--- src/rtl/img_mem_ctrl.sv ---
// img_mem_ctrl: frame-capture sequencer plus a two-client round-robin read arbiter for an image memory.
// Reads yield to the memory write path whenever mem_w_busy is high.
module img_mem_ctrl #(
    parameter int IMG_WIDTH = 640,
    parameter int IMG_HEIGHT = 480,
    parameter int PIXELS = IMG_WIDTH * IMG_HEIGHT,
    parameter int DATA_WIDTH = 8,
    localparam int AW = $clog2(PIXELS)
) (
    input  logic                  clk,
    input  logic                  n_rst,
    input  logic                  cap_start,
    output logic                  cap_busy,
    output logic                  cap_done,
    output logic [7:0]            frame_cnt,
    output logic                  mem_w_req,
    input  logic                  mem_w_busy,
    input  logic                  req0,
    input  logic                  req1,
    input  logic [AW-1:0]         addr0,
    input  logic [AW-1:0]         addr1,
    output logic                  gnt0,
    output logic                  gnt1,
    output logic                  rvalid0,
    output logic                  rvalid1,
    output logic [DATA_WIDTH-1:0] rdata,
    output logic [AW-1:0]         mem_r_addr,
    input  logic [DATA_WIDTH-1:0] mem_dout
);
    typedef enum logic [1:0] {IDLE, ARMED, WRITING} state_t;
    state_t state, state_nx;
    logic finish;
    logic last;
    logic [AW-1:0] addr_q;

    always_ff @(posedge clk) begin
        if (!n_rst) state <= IDLE;
        else state <= state_nx;
    end

    always_comb begin
        state_nx = state;
        finish = state == WRITING && !mem_w_busy;
        if (state == IDLE && cap_start) state_nx = ARMED;
        else if (state == ARMED && mem_w_busy) state_nx = WRITING;
        else if (finish) state_nx = IDLE;
    end

    assign mem_w_req = state == ARMED;
    assign cap_busy = state != IDLE;

    always_ff @(posedge clk) begin
        if (!n_rst) begin
            cap_done <= 1'b0;
            frame_cnt <= 8'd0;
        end else begin
            cap_done <= finish;
            if (finish) frame_cnt <= frame_cnt + 8'd1;
        end
    end

    // last holds the most recently granted client; reset to 1 so client 0 wins the first tie
    assign gnt0 = !mem_w_busy && req0 && (!req1 || last);
    assign gnt1 = !mem_w_busy && req1 && (!req0 || !last);
    assign mem_r_addr = gnt0 ? addr0 : gnt1 ? addr1 : addr_q;
    assign rdata = mem_dout;

    always_ff @(posedge clk) begin
        if (!n_rst) begin
            last <= 1'b1;
            addr_q <= '0;
            rvalid0 <= 1'b0;
            rvalid1 <= 1'b0;
        end else begin
            last <= gnt1 ? 1'b1 : gnt0 ? 1'b0 : last;
            addr_q <= mem_r_addr;
            rvalid0 <= gnt0;
            rvalid1 <= gnt1;
        end
    end
endmodule

--- config.mk ---
export PLATFORM = sky130hd
export DESIGN_NAME = img_mem_ctrl
export DESIGN_NICKNAME = d
export VERILOG_FILES = /design/src/rtl/img_mem_ctrl.sv
export SDC_FILE = /design/constraint.sdc
export NUM_CORES = 1
export LEC_CHECK = 0
export BUFFER_PORTS_ARGS = -buffer_cell sky130_fd_sc_hd__buf_2
export CORE_ASPECT_RATIO = 0.8
export CORE_UTILIZATION = 49
export CTS_BUF_LIST = sky130_fd_sc_hd__clkbuf_2 sky130_fd_sc_hd__clkbuf_4 sky130_fd_sc_hd__clkbuf_8
export CTS_CLUSTER_SIZE = 14
export DETAILED_ROUTE_END_ITERATION = 8
export PLACE_DENSITY = 0.94
export SKIP_LAST_GASP = 1
export SYNTH_ARGS = -nofsm -noshare
export SYNTH_HDL_FRONTEND = slang
export SYNTH_SLANG_ARGS = --single-unit
--- constraint.sdc ---
create_clock -name clk -period 2.34 [get_ports clk]
set_input_delay 0.468 -clock clk [delete_from_list [all_inputs] [get_ports clk]]
set_output_delay 0.468 -clock clk [all_outputs]
set_load 0.01 [all_outputs]
### After elaboration in Yosys (flattened, before gate mapping)

Cells that the tools add are included.

| cells by class | value |
|---|---|
| add/sub/neg operators | 1 |
| eq/ne operators | 2 |
| mux-type cells | 5 |
| bitwise logic cells | 1 |
| reduce and logical (&&, ||, !) cells | 19 |

Operators with widths:

| operator | number |
|---|---|
| 2-to-1 mux 19 bit | 2 |
| adder 8 x 1 -> 8 bit, second input constant | 1 |
| logical AND 1 bit | 7 |
| logical NOT 1 bit | 4 |
| 2-to-1 mux 2 bit | 2 |
| nonzero test 2 bit | 2 |
| OR reduction 2 bit | 2 |
| nonzero test 3 bit | 1 |
| equality test 2 x 1 -> 1 bit, second input constant | 1 |
| equality test 2 bit, second input constant | 1 |
| logical NOT 2 bit | 1 |
| logical OR 1 bit | 2 |
| 2-to-1 mux 1 bit | 1 |
| inverter 1 bit | 1 |

| word-level totals | value |
|---|---|
| register bits after elaboration | 33 |
| input port bits | 52 |
| output and inout port bits | 42 |
| logic and storage cells | 36 |

### Longest topological paths before layout

| depth | value |
|---|---|
| depth in word-level cells | 5 |
| depth in mapped cells | 5 |
| mapped depth without buffers | 4 |

### Least setup slack after synthesis

No wires, ideal clock.

| timing path | value |
|---|---|
| kind | input to output |
| start point | input req1 |
| end point | output mem_r_addr[8] |
| data arrival time | 1.499 ns |
| required time | 1.872 ns |
| setup slack | 0.373 ns |
| stages | 5 |
| path buffers | 2 |
| cells stage by stage | nor2b_1 > clkbuf_1 > clkbuf_1 > nor3_1 > a31oi_1 |

| on the way | value |
|---|---|
| word-level cells in the longest chain between the ends | 4 |
| elaborated cells between the ends (all ways) | 7 |
| those cells by class | 2 x mux; 5 x reduce/logical |

Ends and longest elaborated chain:

| item | line | source |
|---|---|---|
| start: declaration | 19 | `input logic req1,` |
| logical AND 1 bit or logical NOT 1 bit (tied branches) | 64, 63 |  |
| logical AND 1 bit or logical OR 1 bit (tied branches) | 64, 63 |  |
| 2-to-1 mux 19 bit or logical AND 1 bit (tied branches) | 65, 63 |  |
| 2-to-1 mux 19 bit * | 65 | `assign mem_r_addr = gnt0 ? addr0 : gnt1 ? addr1 : addr_q;` |
| end: declaration | 27 | `output logic [AW-1:0] mem_r_addr,` |

Every way passes the cells marked *; elsewhere a longest branch is shown, timed or not.

### Worst setup path in the final report

| timing path | value |
|---|---|
| start point | input mem_w_busy |
| end point | output mem_r_addr[0] |

| on the way | value |
|---|---|
| word-level cells in the longest chain between the ends | 5 |
| elaborated cells between the ends (all ways) | 7 |
| those cells by class | 2 x mux; 5 x reduce/logical |

Ends and longest elaborated chain:

| item | line | source |
|---|---|---|
| start: declaration | 17 | `input logic mem_w_busy,` |
| logical NOT 1 bit * | 63, 64 |  |
| logical AND 1 bit (2 in series) | 64 | `assign gnt1 = !mem_w_busy && req1 && (!req0 \|\| !last);` |
| 2-to-1 mux 19 bit | 65 |  |
| 2-to-1 mux 19 bit * | 65 |  |

Marked as above.

==> reports/metrics.yaml <==
critical_path:
  cp-end-kind: "output pin"
  crit_fanout: 40
  path_class: "input port to output pin"
  crit_arrival_ps: 1790
  ff2ff_path_depth: 3
  critPathMaxStageDelay_ps: 570
  cp.required_ps: 1870
  crit_chain: "buf_2 > nand2b_1 > or2_2 > a31oi_1 > buf_2"
  regToRegSetupSlack_ps: 630
  crit-reg2reg-launch: "state[1]"
  r2r_end: "frame_cnt[5]"
  cp.buffers_inverters: 2
  path_delay_family: "simple AND/OR/NAND/NOR gates"
  cp_slowest_cell: "or2_2"
  critPathLaunchType: "input port"
  cpMostUsedCell: "buf_2"
global_route:
  use_met1_pct: 28.82
  grt_use_met2_pct: 43.89
  grt_pass1_vias: 1577
  grt_busiest_layer: "met2"
  met3_usage_pct: 5.833
  grt_pass1_wl_mm: 6.713
  grt.total_usage_pct: 24.93
  grt_max_degree: 41
  grt_overflow_total: 0
  antenna_found_initial: 0
route:
  dr.first_iter.drc_count: 83
  vias: 1872
  dr.pass1.iters: 4
  drt-total-wl_mm: 4.356
  drc: 0
  wl_per_cell_um: 13.92
  vias_per_cell: 5.981
  ant_nets: 0
final_layout:
  diodes: 0
  final_cell_mix: "buf_2 (77), dfxtp_1 (33), o21ai_0 (21), nand3_1 (20), nor3_1 (20)"
  synthToLayoutAreaGrowth_pct: 26.53
  drive_above_1_share_pct: 34.80
  layout_commonest_cell: "buf_2"
  nFillCells: 284
  fin_nets: 325
  final_cell_area_mm2: 0.002142
cts:
  clock-sinks: 33
  cts_tree: "yes"
  cts.clk_slew.worst_paths_ps: 70
  clkLatencyLatePin_ps: 280
  h-tree-depth: 2
  cts_buffer_depth: 2
  cts_root_buf: "clkbuf_8"
  cts_made_buffers: 5
die:
  num_rows: 18
  start_util_pct: 52.93
  ios: 94
  core_area_mm2: 0.003198
  die-height_um: 54.57
  die_w_um: 67.72
  dieArea_mm2: 0.003695
min_path:
  worst_hold_startpoint: "n_rst"
  hold_path_class: "input port to register"
  min_path_cells: 2
  hold_path_end: "last"
logic_synthesis:
  yosysSeqAreaShare_pct: 39.02
  ys.flop_type: "dfxtp_1"
  ys_warn_count: 0
  synth-edff-count: 0
  syn_avg_cell_area_um2: 8.100
  ys_types: 33
  async_reset_ff_share_pct: 0
  postSynthCellCount: 209
  netlist_area_mm2: 0.001693
  synth_seq_cells: 33
  syn_nets: 262
sta:
  fin_worst_skew_ps: 5.517
  rsz0062_at_grt: "no"
  fmax_mhz: 442.3
  slew_violations: 0
  fin_crit_ps: 2261
  worstMarginPinSlew_ps: 681.1
  slew_headroom_pct: 54.59
  fin_crit_sh_pct: 96.63
  hold_viol: 0
  setup_viol: 0
  finalSetupTns_ps: 0
place:
  dpl.hpwl_mm: 3.061
  io_buffers: 77
  place_area_mm2: 0.002049
  gp_congestion: 0.7546
flow_run:
  cap_violations: 0
outcome:
  outcome: "finished clean"
power:
  ir_worst_vdd_mv: 0.4173
  p_leak_uw: 0.0009087
  pwr_density_cell_mw_per_mm2: 615.2
## sequential cells by signal (all words and copies together), names as in the netlist
| signal | count |
|---|---|
| rvalid1 | 1 |
| frame_cnt | 8 |
| last | 1 |
| rvalid0 | 1 |
| addr_q | 19 |
| cap_done | 1 |
| state | 2 |
## cell usage after synthesis, types with 2 or more instances
cell       n  area, µm²
nor2b_1    2      12.51
dfxtp_1   33      660.6
a31oi_1   19      118.9
a311oi_1  19      166.4
nor3_1    20      100.1
or4_1      3      22.52
nand2b_1   3      18.77
mux2i_1    2      20.02
nand4_1    2      12.51
nand3_1   20      100.1
or2_2      2      12.51
buf_4      8      60.06
o21ai_0   21      105.1
inv_1      4      15.01
nor2_1     6      22.52
o31ai_1    3      22.52
a21oi_1    6      30.03
nand2_1    5      18.77
clkbuf_1  17      63.81
## through the flow
step	cells	power, µW	worst slack, ps	util [%]	hold slack, ps
after floorplan	209	789.8	373.1	-	477.1
after global placement	305	885.8	127.3	64.08	456.8
after detailed placement	305	891.0	101.7	64.08	483.0
after CTS	313	1325	53.20	66.94	408.3
after global routing	313	1381	22.09	66.98	427.0
final	313	1318	78.92	66.98	407.3
## cell families (layout without fill, tap and decap cells)
group                      after synthesis  in the layout  share of synthesized area (%)
muxes                                    2              2                          1.183
xor gates and xnor gates                 2              2                          1.035
buffers and inverters                   32             96                          9.386
DFF                                     33             33                          39.02
AOI/OAI and AO/OA                       70             70                          27.05
adders and majority gates                1              1                         0.7390
and+or+nand+nor                         69             69                          21.58
## routing by layer
layer,vias to the layer above,part of all wire [%]
li1,923,-
met1,876,45
met2,69,48
met3,4,6.3
met4,0,0.96
met5,-,0
## repair_timing
action | in CTS | in global routing
setup endpoints to repair | 0 | 19
setup buffers | 0 | 0
gates resized for setup | 0 | 1
hold buffers | 0 | 0
## where the power goes
part | switching [µW] | internal (µW)
registers | 11.6 | 595
clock network | 190 | 246
logic | 156 | 120
## final cells by class
class | count | area, µm² | area share, %
clock buffer | 8 | 91.34 | 4.264
inverter | 4 | 15.01 | 0.7009
multi-input combinational | 144 | 874.6 | 40.83
sequential | 33 | 660.6 | 30.84
tap | 40 | 50.05 | 2.336
timing repair buffer | 84 | 450.4 | 21.03
## worst max-delay path by stage
stage | start | slack, ps | endpoint | cells past startpoint
finish | mem_w_busy | 80 | mem_r_addr[0] | 5
global route | mem_w_busy | 20 | mem_r_addr[1] | 5
CTS | last | 50 | mem_r_addr[8] | 4
detailed placement | mem_w_busy | 100 | mem_r_addr[0] | 5
global placement | mem_w_busy | 130 | mem_r_addr[18] | 5
floorplan | req1 | 370 | mem_r_addr[8] | 5
Note: power is estimated with default switching activity, not from simulation.
